==> config.mk <==
export PLATFORM = sky130hd
export DESIGN_NAME = fnd_scan_driver_flat
export DESIGN_NICKNAME = d
export VERILOG_FILES = /design/src/rtl/fnd_pkg.sv /design/src/rtl/fnd_scan_driver_if.sv /design/src/rtl/fnd_font_decoder.sv /design/src/rtl/fnd_scan_driver.sv /design/src/flat_wrapper.sv
export SDC_FILE = /design/constraint.sdc
export NUM_CORES = 1
export LEC_CHECK = 0
export ABC_AREA = 1
export CORE_ASPECT_RATIO = 0.8
export CORE_MARGIN = 1
export CORE_UTILIZATION = 30
export DETAILED_ROUTE_END_ITERATION = 10
export PLACE_DENSITY_LB_ADDON = 0.2
export SYNTH_ARGS = -nofsm -noshare
export SYNTH_HDL_FRONTEND = slang
export SYNTH_SLANG_ARGS = --single-unit
==> constraint.sdc <==
create_clock -name clk -period 1.42 [get_ports clk]
set_input_delay 0.213 -clock clk [delete_from_list [all_inputs] [get_ports clk]]
set_output_delay 0.213 -clock clk [all_outputs]
set_load 0.01 [all_outputs]
==> src/rtl/fnd_pkg.sv <==
// Shared constants for the seven-segment display path: digit count, segment
// bit order and the active-low font table.
package fnd_pkg;

  localparam int unsigned NUM_DIGITS = 4;

  // Segment bit positions within fnd_font: {dp,g,f,e,d,c,b,a}
  localparam int unsigned SEG_A  = 0;
  localparam int unsigned SEG_B  = 1;
  localparam int unsigned SEG_C  = 2;
  localparam int unsigned SEG_D  = 3;
  localparam int unsigned SEG_E  = 4;
  localparam int unsigned SEG_F  = 5;
  localparam int unsigned SEG_G  = 6;
  localparam int unsigned SEG_DP = 7;

  localparam logic [7:0] FONT_0     = 8'hC0;
  localparam logic [7:0] FONT_1     = 8'hF9;
  localparam logic [7:0] FONT_2     = 8'hA4;
  localparam logic [7:0] FONT_3     = 8'hB0;
  localparam logic [7:0] FONT_4     = 8'h99;
  localparam logic [7:0] FONT_5     = 8'h92;
  localparam logic [7:0] FONT_6     = 8'h82;
  localparam logic [7:0] FONT_7     = 8'hF8;
  localparam logic [7:0] FONT_8     = 8'h80;
  localparam logic [7:0] FONT_9     = 8'h90;
  localparam logic [7:0] FONT_DASH  = 8'hBF;
  localparam logic [7:0] FONT_BLANK = 8'hFF;

endpackage

==> src/rtl/fnd_scan_driver_if.sv <==
// Display data in, FND pins out. The datapath is the master; the scan driver
// is the slave.
interface fnd_scan_driver_if;

  logic [15:0] i_bcd;
  logic [3:0]  i_dp;
  logic        i_blank_lz;
  logic        i_update;
  logic [3:0]  fnd_com;
  logic [7:0]  fnd_font;

  modport master (
    output i_bcd, i_dp, i_blank_lz, i_update,
    input  fnd_com, fnd_font
  );

  modport slave (
    input  i_bcd, i_dp, i_blank_lz, i_update,
    output fnd_com, fnd_font
  );

endinterface

==> src/rtl/fnd_font_decoder.sv <==
// BCD digit to active-low a..g segments; codes 10..15 render as a dash.
module fnd_font_decoder
  import fnd_pkg::*;
(
  input  logic [3:0] i_bcd,
  output logic [6:0] o_seg
);

  always_comb begin
    o_seg = FONT_DASH[SEG_G:SEG_A];
    case (i_bcd)
      4'd0:    o_seg = FONT_0[SEG_G:SEG_A];
      4'd1:    o_seg = FONT_1[SEG_G:SEG_A];
      4'd2:    o_seg = FONT_2[SEG_G:SEG_A];
      4'd3:    o_seg = FONT_3[SEG_G:SEG_A];
      4'd4:    o_seg = FONT_4[SEG_G:SEG_A];
      4'd5:    o_seg = FONT_5[SEG_G:SEG_A];
      4'd6:    o_seg = FONT_6[SEG_G:SEG_A];
      4'd7:    o_seg = FONT_7[SEG_G:SEG_A];
      4'd8:    o_seg = FONT_8[SEG_G:SEG_A];
      4'd9:    o_seg = FONT_9[SEG_G:SEG_A];
      default: o_seg = FONT_DASH[SEG_G:SEG_A];
    endcase
  end

endmodule

==> src/rtl/fnd_scan_driver.sv <==
// Time-multiplexed 4-digit common-anode FND driver with shadowed display data,
// per-slot anti-ghosting guard and optional leading-zero blanking.
module fnd_scan_driver #(
  parameter int unsigned SCAN_DIV = 100000,
  parameter int unsigned GUARD    = 1000
) (
  input  logic              clk,
  input  logic              reset,
  fnd_scan_driver_if.slave  bus
);

  import fnd_pkg::*;

  localparam int unsigned          DIV_W     = $clog2(SCAN_DIV);
  localparam int unsigned          IDX_W     = $clog2(NUM_DIGITS);
  localparam logic [DIV_W-1:0]     DIV_LAST  = DIV_W'(SCAN_DIV - 1);
  localparam logic [DIV_W-1:0]     GUARD_END = DIV_W'(GUARD);

  if (SCAN_DIV < 4 || GUARD < 1 || GUARD >= SCAN_DIV) begin : g_param_check
    $error("fnd_scan_driver: SCAN_DIV must be >= 4 and 1 <= GUARD < SCAN_DIV");
  end

  logic [15:0]      r_bcd;
  logic [3:0]       r_dp;
  logic             r_blank_lz;
  logic [DIV_W-1:0] r_div;
  logic [IDX_W-1:0] r_idx;
  logic [3:0]       r_com;
  logic [7:0]       r_font;

  logic [3:0]       w_digit;
  logic [6:0]       w_seg;
  logic [3:0]       w_blank;
  logic             w_run;
  logic [3:0]       w_com_d;
  logic [7:0]       w_font_d;

  always_ff @(posedge clk or posedge reset) begin
    if (reset) begin
      r_bcd      <= '0;
      r_dp       <= '0;
      r_blank_lz <= 1'b0;
    end else if (bus.i_update) begin
      r_bcd      <= bus.i_bcd;
      r_dp       <= bus.i_dp;
      r_blank_lz <= bus.i_blank_lz;
    end
  end

  always_ff @(posedge clk or posedge reset) begin
    if (reset) begin
      r_div <= '0;
      r_idx <= '0;
    end else if (r_div == DIV_LAST) begin
      r_div <= '0;
      r_idx <= r_idx + 1'b1;
    end else begin
      r_div <= r_div + 1'b1;
    end
  end

  always_comb begin
    w_digit = r_bcd[{r_idx, 2'b00} +: 4];
  end

  fnd_font_decoder u_font_decoder (
    .i_bcd (w_digit),
    .o_seg (w_seg)
  );

  // A digit blanks only while it and every digit above it are zero; codes
  // 10..15 are non-zero, so they stop the blanking run.
  always_comb begin
    w_blank = '0;
    w_run   = r_blank_lz;
    for (int k = NUM_DIGITS - 1; k >= 1; k--) begin
      w_run      = w_run & (r_bcd[4*k +: 4] == 4'd0);
      w_blank[k] = w_run;
    end
  end

  always_comb begin
    w_font_d               = FONT_BLANK;
    w_font_d[SEG_G:SEG_A]  = w_blank[r_idx] ? FONT_BLANK[SEG_G:SEG_A] : w_seg;
    w_font_d[SEG_DP]       = ~r_dp[r_idx];
    w_com_d                = (r_div < GUARD_END) ? 4'b1111 : ~(4'(1) << r_idx);
  end

  always_ff @(posedge clk or posedge reset) begin
    if (reset) begin
      r_com  <= 4'b1111;
      r_font <= FONT_BLANK;
    end else begin
      r_com  <= w_com_d;
      r_font <= w_font_d;
    end
  end

  assign bus.fnd_com  = r_com;
  assign bus.fnd_font = r_font;

endmodule

==> src/flat_wrapper.sv <==
// flat-port wrapper written by rule: the top's interface ports become plain ports
module fnd_scan_driver_flat import fnd_pkg::*;
#(
  parameter int unsigned SCAN_DIV = 100000,
  parameter int unsigned GUARD    = 1000
)
  (clk, reset, bus_i_bcd, bus_i_dp, bus_i_blank_lz, bus_i_update, bus_fnd_com, bus_fnd_font);
  fnd_scan_driver_if bus_i ();
  input  logic clk;
  input  logic reset;
  input wire logic [$bits(bus_i.i_bcd)-1:0] bus_i_bcd;
  input wire logic [$bits(bus_i.i_dp)-1:0] bus_i_dp;
  input wire logic [$bits(bus_i.i_blank_lz)-1:0] bus_i_blank_lz;
  input wire logic [$bits(bus_i.i_update)-1:0] bus_i_update;
  output wire logic [$bits(bus_i.fnd_com)-1:0] bus_fnd_com;
  output wire logic [$bits(bus_i.fnd_font)-1:0] bus_fnd_font;
  assign bus_i.i_bcd = bus_i_bcd;
  assign bus_i.i_dp = bus_i_dp;
  assign bus_i.i_blank_lz = bus_i_blank_lz;
  assign bus_i.i_update = bus_i_update;
  assign bus_fnd_com = bus_i.fnd_com;
  assign bus_fnd_font = bus_i.fnd_font;
  fnd_scan_driver #(.SCAN_DIV(SCAN_DIV), .GUARD(GUARD)) u_core (.clk(clk), .reset(reset), .bus(bus_i));
endmodule
Word-level counts from Yosys, hierarchy flattened:

Memory sizes are Yosys's and may differ from the RTL's.
Cells that the tools add are included.

* memories: 1
* logic and storage cells: 30
* output and inout bits: 12
* bits in registers: 52
* memory bits (read-only): 112

* reduce and logical (&&, ||, !) cells: 3
* bitwise operators: 5
* $lt $le $gt $ge: 2
* shifts and indexed selects: 2
* add/subtract/negate cells: 2
* eq/ne operators: 1
* mux-type cells: 7

Memory list
* (name not given): words 16, bits a word 7, rd ports 1, clocked after Yosys merged registers in 0, wr ports 0, line fnd_font_decoder.sv:11 `case (i_bcd)`

Operators by type and width (count)
* 17-bit by 1-bit adder with 17-bit output (second input constant): 1
* 17-bit == test (second input constant): 1
* 17-bit by 10-bit < comparator with 1-bit output (second input constant): 1
* 17-bit 2-to-1 mux: 1
* 16-bit by 5-bit indexed part select with 4-bit output: 1
* 4-bit zero test: 3
* 7-bit 2-to-1 mux: 1
* 1-bit binary-select mux with 2-bit select: 2
* 4-bit 2-to-1 mux: 1
* 4-bit inverter: 1
* 1-bit by 2-bit left shift with 4-bit output (first input constant): 1
* 1-bit bitwise AND: 3
* 2-bit by 3-bit < comparator with 1-bit output (second input constant): 1
* 2-bit by 1-bit adder with 2-bit output (second input constant): 1
* 1-bit 2-to-1 mux: 2
* 1-bit inverter: 1

Logic depth before layout (Yosys ltp):

* depth in word-level cells: 7
* mapped depth: 11

Hierarchy:

A second synthesis with hierarchy kept.

* cells, all modules: 313
* area, all modules: 2625.0 µm²

By module, submodules not included
* fnd_scan_driver: sequential area each 1316.3 µm², cells each 278, instances 1, area an instance 2438.6 µm²
* fnd_font_decoder: sequential area each 0.0 µm², cells each 35, instances 1, area an instance 186.4 µm²

Worst setup path after synthesis:

No wires, ideal clock.

* path type: register to register
* from: register u_core.r_idx[1]
* to: register u_core.r_font[5] (netlist: u_core.bus.fnd_font[5])
* data arrival time: 1.390 ns
* path slack: -0.058 ns
* clock period less this slack: 1.478 ns
* stages on the path, launching flop included: 11
* setup time: 0.088 ns
* path buffers: 1
* required time: 1.332 ns
* cells stage by stage: dfrtp_1 > buf_2 > inv_2 > nand3_1 > nand2_1 > inv_1 > ha_1 > inv_1 > nand3_1 > nand3_1 > nand3_1

* word-level cells in the longest chain between the ends: 3
* elaborated cells on any way between the ends: 5

RTL lines
* from (decl): line fnd_scan_driver.sv:27 `logic [IDX_W-1:0] r_idx;`
* from (signal assigned): line fnd_scan_driver.sv:56 `r_idx <= r_idx + 1'b1;`
* 16-bit by 5-bit indexed part select with 4-bit output / 1-bit binary-select mux with 2-bit select (equally long branches): line fnd_scan_driver.sv:63, fnd_scan_driver.sv:84
* memory 16 x 7 bit / 1-bit 2-to-1 mux (equally long branches)
* 7-bit 2-to-1 mux *: line fnd_scan_driver.sv:84 `w_font_d[SEG_G:SEG_A] = w_blank[r_idx] ? FONT_BLANK[SEG_G:SEG_A] : w_seg;`
* via u_core.w_font_d[5]: line fnd_scan_driver.sv:36 `logic [7:0] w_font_d;`
* to (signal assigned): line fnd_scan_driver.sv:95 `r_font <= w_font_d;`
* to (decl): line fnd_scan_driver.sv:29 `logic [7:0] r_font;`

The timed path passes the listed nets; every way through them passes the cells marked *. The select of a mux whose other input is x is not followed.
A chain may end at the register's enable or synchronous reset.

Worst setup path in the final report:

* from: register u_core.r_idx[0]
* to: register u_core.r_font[3] (netlist: u_core.bus.fnd_font[3])

The elaborated chain is that of the path after synthesis.

==> metrics.yaml <==
run_status:
  status: "finished clean"
sta:
  slew_violations: 0
  setup_viol: 0
  rsz0062_at_grt: "yes"
  clock_skew_ns: 0.00492
  fin_setup_tns_ns: 0
  fmax_mhz: 715
  min_period_over_period_pct: 98.5
  relSlewSlack_pct: 81.4
  final.min_clock_period_ns: 1.40
  worst_slew_pin_slew_ns: 0.279
  hold_viol: 0
  worst_slack_ns: 0.0210
detailed_routing:
  vias_per_cell: 4.41
  initialDrtViolationCount: 72
  drc: 0
  ant_nets: 0
  vias: 2229
  wirelength_mm: 6.11
  wl_per_cell_um: 12.1
  dr.pass1.iters: 4
floorplan:
  die_w_um: 108
  fp.coreArea_mm2: 0.00863
  start_util_pct: 31.3
  die_area_mm2: 0.00941
  io_pins: 36
  die_y_um: 87.0
  std_cell_rows: 30
setup_path:
  regToRegEndpoint: "u_core.bus.fnd_font[3]$_DFF_PP1_"
  r2r_start: "u_core.r_idx[0]$_DFFE_PP0N_"
  cp-endpoint: "u_core.bus.fnd_font[3]$_DFF_PP1_"
  worstPathCellList: "buf_4 > buf_4 > nand2_4 > nand3_4 > nand2_4 > nand2_1 > nand2_4 > nand3_1"
  path_common_cell: "nand2_4"
  required_ns: 1.64
  critPathLaunch: "u_core.r_idx[0]$_DFFE_PP0N_"
  slowest_delay_ns: 0.46
  slowest_stage: "dfrtp_2"
  critical_path_class: "flop to flop"
  critPathBufInv: 2
  cp.depth: 8
  reg2regPathDepth: 8
  rrSetupSlack_ns: 0.02
  crit_arrival_ns: 1.61
  critPathTopFamily: "simple AND/OR/NAND/NOR gates"
  startpoint_type: "flop"
  cp_max_fo: 7
  cp-end-kind: "flop"
cts:
  clock_path_buffers: 2
  clock_latency_ns: 0.29
  clkTransAtPathRegs_ns: 0.07
  cts_sinks: 52
  cts_tree: "yes"
  h-tree-depth: 2
  numCtsBuffers: 5
  cts_hold_buffers: 0
  cts-root-buf: "clkbuf_16"
power:
  ir_drop_v: 0.000528
  power_density_mw_per_mm2: 887
  p_leak_nw: 1.75
logic_synthesis:
  yosysSeqAreaShare_pct: 48.6
  yosys.area.top_type: "dfrtp_1"
  syn_nets: 362
  synth_cell_types: 32
  syn_inst: 328
  synth_top_family_by_area: "simple AND/OR/NAND/NOR gates"
  yosysWarnings: 0
  synth_area_mm2: 0.00271
  ys_seq_elements: 52
  synth-compound-area-share_pct: 5.36
  synthSimpleGateAreaFrac_pct: 28.4
  synth-xor-area-share_pct: 2.59
  postSynthAreaPerCell_um2: 8.25
  synthAdderAreaFrac_pct: 4.62
  synth.area.top_cells: "dfrtp_1, dfstp_2, nand2_1"
  synthMuxAreaShare_pct: 2.08
  netlist.area_leader.share_pct: 37.0
grt:
  grt.total_usage_pct: 13.6
  grt.met1_usage_pct: 20.6
  grt_max_degree: 53
  use_met2_pct: 19.2
  grtUsageMet3_pct: 2.69
  grt-ovfl-total: 0
  grt_pass1_wl_mm: 9.96
  first_global_vias: 2186
  antenna_found_initial: 0
  grt_busiest_layer: "met1"
cells_and_area:
  final_cell_mix: "nand2_1, inv_1, dfrtp_1"
  area_delta_synth_final_pct: 39.6
  antenna_cells: 0
  design_area_mm2: 0.00378
  drive_gt1_share_pct: 29.4
  final_common_cell: "nand2_1"
  fin_cells: 506
  postLayoutCoreUtil_pct: 43.8
  fill_cells: 856
  nets: 427
place:
  place_area_mm2: 0.00330
  dpl.cell_count: 484
  pre_cts_slack_ns: -0.0838
  dp_hpwl_mm: 4.25
  port_buffers: 35
  gp_congestion: 0.881
hold_path:
  hold_path_class: "input port to async pin"
flow_run:
  cap_violations: 0
==> cell type report <==
cell class	instances	area [um^2]	share of cell area, %
repair buffers	65	588	15.6
flip-flops and latches	52	1320	34.9
clock inverters	3	18.8	0.497
multi-input cells	220	1390	36.8
inverters	49	198	5.23
clock buffers	5	125	3.31
well taps	112	140	3.71
==> worst min-delay path by stage <==
stage                               startpoint                          endpoint  slack [ns]  cells past startpoint
global route                             reset       u_core.r_bcd[2]$_DFFE_PP0P_        0.40                      3
floorplan                                reset       u_core.r_bcd[0]$_DFFE_PP0P_        0.26                      1
CTS                                      reset       u_core.r_bcd[2]$_DFFE_PP0P_        0.36                      3
finish                                   reset        u_core.r_div[16]$_DFF_PP0_        0.34                      3
global placement    u_core.r_dp[1]$_DFFE_PP0P_  u_core.bus.fnd_font[7]$_DFF_PP1_        0.47                      3
detailed placement  u_core.r_dp[1]$_DFFE_PP0P_  u_core.bus.fnd_font[7]$_DFF_PP1_        0.48                      3
==> worst register-to-register path, cell delays in order (launching register included) <==
cell and delay (ns):
dfrtp_2 0.46, buf_4 0.15, buf_4 0.14, nand2_4 0.06, nand3_4 0.09, nand2_4 0.11, nand2_1 0.11, nand2_4 0.12
nand3_1 0.09
==> kinds of logic (layout without fill, tap and decap cells) <==
| kind of cell | count (synthesis) | after routing |
|---|---|---|
| muxes | 5 | 5 |
| adders and majority gates | 10 | 10 |
| xor gates and xnor gates | 8 | 8 |
| buffers and inverters | 56 | 122 |
| and+or+nand+nor | 170 | 170 |
| DFF | 52 | 52 |
| AOI/OAI and AO/OA | 27 | 27 |
==> Yosys cell counts <==
cell type / number
nand2_2: 6
a21oi_1: 3
clkinv_1: 1
mux2_2: 5
nand4_1: 4
ha_1: 10
nand2_1: 82
buf_6: 1
nand3_1: 37
and2_2: 1
a22oi_1: 1
nor2_2: 1
nand3_2: 3
dfstp_2: 12
a31oi_1: 1
o211ai_1: 1
o21ai_1: 1
inv_1: 45
xor2_1: 8
nor4_1: 1
o21ai_2: 1
clkbuf_1: 2
nor2_1: 29
nand2_4: 1
inv_2: 3
buf_2: 2
nor3_1: 2
buf_4: 1
dfrtp_1: 40
o21ai_0: 19
nor2_4: 3
buf_1: 1
==> routing by layer <==
metal	vias to the layer above	wire, um
met4	0	94
met1	1023	3140
met3	10	248
met2	41	2620
li1	1155	-
met5	-	0
==> report_power, final <==
group	internal, W	switching, W	total (W)	leakage [nW]
clock network	0.000651	0.000540	0.00119	0.0736
registers	0.00160	0.0000408	0.00164	0.627
logic	0.000260	0.000265	0.000525	1.05
total	0.00251	0.000846	0.00335	1.75
==> metrics by stage <==
step	power [W]	hold WS [ns]
6_report	0.00335	0.342
3_3_place_gp	0.00208	0.470
3_5_place_dp	0.00208	0.478
2_1_floorplan	0.00187	0.264
5_1_grt	0.00350	0.397
4_1_cts	0.00327	0.364
==> what timing repair did <==
| item | 4_1_cts | 5_1_grt |
|---|---|---|
| pin swaps | 3 | 17 |
| setup endpoints to repair | 19 | 20 |
| resized for setup | 18 | 56 |
| buffers inserted | 2 | 12 |
==> state kept, by name, summed over array words and instances, names as in the netlist <==
signal	cells
u_core.r_bcd	16
u_core.r_blank_lz	1
u_core.bus.fnd_font	8
u_core.r_idx	2
u_core.bus.fnd_com	4
u_core.r_div	17
u_core.r_dp	4
Note: power is estimated with default switching activity, not from simulation.
